## config.mk

```make
export PLATFORM = sky130hd
export DESIGN_NAME = sram_dump
export DESIGN_NICKNAME = d
export VERILOG_FILES = /design/src/rtl/sram_dump.sv
export SDC_FILE = /design/constraint.sdc
export NUM_CORES = 1
export LEC_CHECK = 0
export CAP_MARGIN = 20
export CORE_UTILIZATION = 55
export CTS_CLUSTER_DIAMETER = 40
export DETAILED_ROUTE_END_ITERATION = 12
export GPL_TIMING_DRIVEN = 0
export PLACE_DENSITY = 0.87
export SYNTH_ARGS = -nofsm -noshare
export SYNTH_HDL_FRONTEND = slang
export SYNTH_SLANG_ARGS = --single-unit
```

## constraint.sdc

```tcl
create_clock -name clk -period 7.4 [get_ports clk]
set_clock_uncertainty 0.05 [all_clocks]
set_input_delay 2.22 -clock clk [delete_from_list [all_inputs] [get_ports clk]]
set_output_delay 2.22 -clock clk [all_outputs]
set_load 0.05 [all_outputs]
```

## src/rtl/sram_dump.sv

```systemverilog
// Walks a window of SRAM after the core halts and streams each word out over valid/ready,
// accumulating a wrap-around checksum of the accepted words.
module sram_dump #(
    parameter int          DATA_W    = 32,
    parameter int          ADDR_W    = 16,
    parameter int unsigned BASE_ADDR = 0,
    parameter int unsigned DUMP_LEN  = 1024
) (
    input  logic              clk,
    input  logic              reset,
    input  logic              start,
    output logic              sram_rd_en,
    output logic [ADDR_W-1:0] sram_addr,
    input  logic [DATA_W-1:0] sram_rd_data,
    output logic              out_valid,
    input  logic              out_ready,
    output logic [DATA_W-1:0] out_data,
    output logic [ADDR_W-1:0] out_addr,
    output logic              busy,
    output logic              done,
    output logic [DATA_W-1:0] checksum
);

    localparam logic [ADDR_W-1:0] BASE = ADDR_W'(BASE_ADDR);
    localparam logic [ADDR_W-1:0] LAST = ADDR_W'(DUMP_LEN - 1);

    typedef enum logic [2:0] {IDLE, ISSUE, WAIT, SEND, DONE} state_t;

    state_t            r_state;
    logic [ADDR_W-1:0] r_ptr;
    logic [ADDR_W-1:0] r_idx;
    logic              r_rd_en;
    logic [ADDR_W-1:0] r_sram_addr;
    logic              r_out_valid;
    logic [DATA_W-1:0] r_out_data;
    logic [ADDR_W-1:0] r_out_addr;
    logic              r_busy;
    logic              r_done;
    logic [DATA_W-1:0] r_checksum;

    assign sram_rd_en = r_rd_en;
    assign sram_addr  = r_sram_addr;
    assign out_valid  = r_out_valid;
    assign out_data   = r_out_data;
    assign out_addr   = r_out_addr;
    assign busy       = r_busy;
    assign done       = r_done;
    assign checksum   = r_checksum;

    always_ff @(posedge clk or negedge reset) begin
        if (!reset) begin
            r_state     <= IDLE;
            r_ptr       <= '0;
            r_idx       <= '0;
            r_rd_en     <= 1'b0;
            r_sram_addr <= '0;
            r_out_valid <= 1'b0;
            r_out_data  <= '0;
            r_out_addr  <= '0;
            r_busy      <= 1'b0;
            r_done      <= 1'b0;
            r_checksum  <= '0;
        end else begin
            case (r_state)
                IDLE, DONE: begin
                    if (start) begin
                        r_state     <= ISSUE;
                        r_ptr       <= BASE;
                        r_idx       <= '0;
                        r_checksum  <= '0;
                        r_rd_en     <= 1'b1;
                        r_sram_addr <= BASE;
                        r_busy      <= 1'b1;
                        r_done      <= 1'b0;
                    end
                end
                ISSUE: begin
                    r_rd_en <= 1'b0;
                    r_state <= WAIT;
                end
                WAIT: begin
                    r_out_data  <= sram_rd_data;
                    r_out_addr  <= r_ptr;
                    r_out_valid <= 1'b1;
                    r_state     <= SEND;
                end
                SEND: begin
                    // The next read is issued from the accept edge so each word costs 3 cycles.
                    if (out_ready) begin
                        r_out_valid <= 1'b0;
                        r_checksum  <= r_checksum + r_out_data;
                        if (r_idx == LAST) begin
                            r_state <= DONE;
                            r_busy  <= 1'b0;
                            r_done  <= 1'b1;
                        end else begin
                            r_idx       <= r_idx + 1'b1;
                            r_ptr       <= r_ptr + 1'b1;
                            r_rd_en     <= 1'b1;
                            r_sram_addr <= r_ptr + 1'b1;
                            r_state     <= ISSUE;
                        end
                    end
                end
                default: r_state <= IDLE;
            endcase
        end
    end

endmodule

```

# Word level (Yosys, flattened, before mapping)
# Index checks and enable logic that the tools add are counted.
[classes]
n_addsub = 3
mul = 0
n_div = 0
magnitude_cmp = 0
n_eq_ne = 9
n_shift = 0
muxes = 27
bitwise = 0
reduce_logical = 11
[ops]
columns = ["op", "count"]
rows = [
  ["16-bit two-way mux", 5],
  ["32-bit two-way mux", 2],
  ["16-bit case mux with 2 select lines", 2],
  ["32-bit case mux with 2 select lines", 1],
  ["16-bit by 1-bit adder with 16-bit output (second input constant)", 2],
  ["32-bit adder", 1],
  ["16-bit by 10-bit == test with 1-bit output (second input constant)", 1],
  ["3-bit case mux with 4 select lines", 1],
  ["4-bit AND reduction", 3],
  ["1-bit two-way mux", 9],
  ["3-bit two-way mux", 3],
  ["2-bit != test (second input constant)", 4],
  ["3-bit by 2-bit == test with 1-bit output (second input constant)", 2],
  ["1-bit case mux with 2 select lines", 3],
  ["2-bit AND reduction", 2],
  ["2-bit nonzero test", 2],
  ["3-bit by 1-bit == test with 1-bit output (second input constant)", 1],
  ["3-bit == test (second input constant)", 1],
  ["3-bit logical NOT", 1],
  ["1-bit case mux with 3 select lines", 1],
  ["3-bit AND reduction", 1],
  ["3-bit nonzero test", 1],
  ["2-bit OR reduction", 1],
]
[word_totals]
register_bits = 119
latch_bits = 0
mem_bits_rw = 0
mem_bits_ro = 0
inputBits = 36
wordCells = 60
memories = 0

# Logic depth before layout (Yosys ltp)
[logic_depth]
word_depth = 4
ltp_mapped = 12
mapped_depth_nobuf = 12

# Worst setup path before layout
# Ideal clock, no wire load.
[synth_timing]
path_kind = "input to register"
start = "input port out_ready"
end = "register r_sram_addr[15] (netlist: sram_addr[15])"
setup_time_ps = 78
t_arrival_ps = 3767
setup_slack_ps = 3505
stages = 8
n_path_buf = 1
cell_sequence = "and4b_1 buf_4 nor2_4 a31oi_4 nand3_1 or3_4 or3_1 a21oi_1"
[synth_via]
elab_chain_cells = 2
[synth_lines]
columns = ["item", "line_no", "source"]
rows = [
  ["from (decl)", "16", "input logic out_ready,"],
  ["2-bit != test (no line)", "n/a", ""],
  ["4-bit AND reduction (no line)", "n/a", ""],
  ["to (signal assigned)", "100", "r_sram_addr <= r_ptr + 1'b1;"],
  ["to (decl)", "33", "logic [ADDR_W-1:0] r_sram_addr;"],
]
# Every way passes these cells.
# A chain may end at the register's enable or synchronous reset.

# Worst setup path after layout
[layout_timing]
start = "input port out_ready"
end = "register r_sram_addr[14] (netlist: sram_addr[14])"
# The elaborated chain is that of the path after synthesis.

==> results.toml <==
[sta]
setup_viol = 0
fmax_mhz = 229
fin_crit_sh = 0.591
rsz0062_at_grt = "false"
relSlewSlack = 0.527
tightest_slew_ns = 0.709
min_period_ns = 4.37
maxSlewViolCount = 0
layout_setup_ws_ns = 3.03
hold_viol_final = 0
tns_ns = 0

[critical_path]
crit_arrival_ns = 4.61
timing.reg2reg.setup_slack_ns = 4.24
r2r-start = "checksum[0]"
r2r-end = "checksum[30]"
slowest_stage = "clkdlybuf4s50_1"
crit_end = "sram_addr[14]"
crit_cells = 12
crit_fanout = 10
worst_path_largest_cell_delay_ns = 0.55
critPathKind = "in -> reg"
crit_chain = "clkdlybuf4s50_1 -> and4b_1 -> buf_4 -> nor2_4 -> a31o_2 -> buf_4 -> nor3_2 -> nand2_1 -> nor2_1 -> nand4_1 -> xor2_1 -> nor2_1"
critPathTopFamily = "simple AND/OR/NAND/NOR gates"
r2r_cells = 12
crit_path_start = "out_ready"
cp-start-kind = "input port"
cp.required_ns = 7.64
cp-end-kind = "flop"
worst-path-buf-inv = 3

[cells_and_area]
final_common_cell = "clkdlybuf4s50_1"
diodes = 0
fin_area_um2 = 8440
area_growth_pct = 34.6
final_cell_mix = "clkdlybuf4s50_1 (134), dfrtp_1 (119), nand2_1 (65)"
fin_nets = 820
layout-drive-gt1-share = 0.128

[placed_design]
gp_congestion = 0.830
placed_area_um2 = 7830
hpwl_mm = 11.2
io_buffer_count = 135
dp_slack_ns = 2.72

[clocking]
cts_setup_buffers = 0
cts_tree = "built"
cts_repair_resize_count = 0
cts_hold_buffers = 0
cts_buffer_depth = 2
cts.clk_slew.worst_paths_ns = 0.06
cts_buffers = 17
cts_root_buf = "clkbuf_16"
h-tree-depth = 4
clkLatencyLatePin_ns = 0.42
clock_sinks = 119

[yosys]
synth_edf_count = 0
ys_seq_elements = 119
syn_area_um2 = 6270
synthFlopType = "dfrtp_1"
synthCells = 595
synth_nets = 665
synthDistinctLibCells = 62
ys_warn_count = 0
synthArstFlopShare = 1.00
syn_area_per_cell_um2 = 10.5
seq_area_frac_synth = 0.475

[floorplanning]
rows = 38
core_um2 = 11000
dieArea_um2 = 11800
die_y_um = 109
initial_utilization = 0.571
ios = 136
chipWidth_um = 109

[drt]
initialDrtViolationCount = 405
drt_wl_total_mm = 16.2
num_vias = 5282
antenna_left = 0
via_per_inst = 5.85
drt_pass1_iterations = 5
drc_errors = 0
routedWlPerCell_um = 17.9

[run_status]
outcome = "completed"

[grt]
grt-ovfl-total = 0
grt_util_all_layers = 0.287
grt_max_degree = 98
antenna_found_initial = 0
grt_pass1_vias = 5300
grt_first_pass_wirelength_mm = 25.8

[worst_hold_path]
hp-class = "reg -> reg"

[flow_run]
max_cap_violations = 0
==> metrics by stage <==
| step | instances | hold slack (ns) | util |
|---|---|---|---|
| floorplan | 595 | 0.412 | - |
| global placement | 870 | 0.412 | 0.710 |
| detailed placement | 871 | 0.430 | 0.713 |
| CTS | 903 | 0.442 | 0.769 |
| global route | 903 | 0.449 | 0.769 |
| finish | 903 | 0.444 | 0.769 |
==> layout make-up <==
cell class	count	area, um2
clock buffer	18	439
timing repair buffer	136	1380
sequential	119	2980
buffer	20	91.3
fill	689	2540
clock inverter	14	175
inverter	4	15.0
multi-input combinational	452	3190
tap	140	175
==> sequential cells by signal, indices dropped and copies added, names as in the netlist <==
signal and cells:
checksum 32, out_data 32, out_addr 16, r_idx 16, sram_addr 16, r_state 3
busy 1, done 1, out_valid 1, sram_rd_en 1
==> worst register-to-register path, delay by kind of cell (launching register included) <==
family	cells	cell delay, ns
adder cells (fa/ha/maj)	2	0.66
AO/OA/AOI/OAI	7	1.52
XOR/XNOR	1	0.16
AND/OR/NAND/NOR	1	0.21
flip-flops	1	0.39
buffers and inverters	1	0.09
==> how the worst min path moves through the flow <==
stage | from | slack [ns] | endpoint | cells after the start
2_1_floorplan | r_state[2] | 0.41 | r_state[1] | 1
3_5_place_dp | out_valid | 0.43 | out_valid | 1
6_report | out_valid | 0.44 | out_valid | 1
5_1_grt | out_valid | 0.45 | out_valid | 1
4_1_cts | out_valid | 0.44 | out_valid | 1
3_3_place_gp | checksum[31] | 0.41 | checksum[31] | 1
==> synth_stat cells (3+ instances only) <==
cell type  number  area [um2]
xnor2_1        13         114
nand4_1         9        56.3
mux2_2         47         529
ha_1           33         413
nand3_1        19        95.1
o21ai_0        52         260
or3_1           8        50.1
xor2_1         37         324
a22o_1          4        35.0
inv_1           4        15.0
a21o_1         19         143
clkbuf_1       15        56.3
nand2_1        65         244
a21oi_1        31         155
nor2_1         39         146
o21a_1          6        45.0
nor2b_1         5        31.3
nor3_1          3        15.0
and3_1          7        43.8
o21bai_1        3        22.5
dfrtp_1       119        2980
nand2b_1        6        37.5
o211ai_1        4        30.0
and2_1          3        18.8
a31oi_1         4        25.0
==> kinds of logic (layout without fill, tap and decap cells) <==
family                     after synthesis  in the layout  synth area share
muxes                                   49             49            0.0876
DFF                                    119            119             0.475
xor gates and xnor gates                50             50            0.0698
AOI/OAI and AO/OA                      141            141             0.142
adders and majority gates               34             34            0.0690
buffers and inverters                   24            192            0.0169
and+or+nand+nor                        178            178             0.140
==> per-layer routing <==
| layer | track usage | share of wire | vias to the layer above |
|---|---|---|---|
| met5 | 0 | 0 | - |
| met3 | 0.0681 | 0.064 | 46 |
| met4 | 0.130 | 0.029 | 0 |
| met2 | 0.481 | 0.50 | 192 |
| li1 | - | - | 2447 |
| met1 | 0.352 | 0.41 | 2597 |
Power is not shown: default switching activity piles up to over one toggle a cycle in this logic, so the estimate is an artifact.
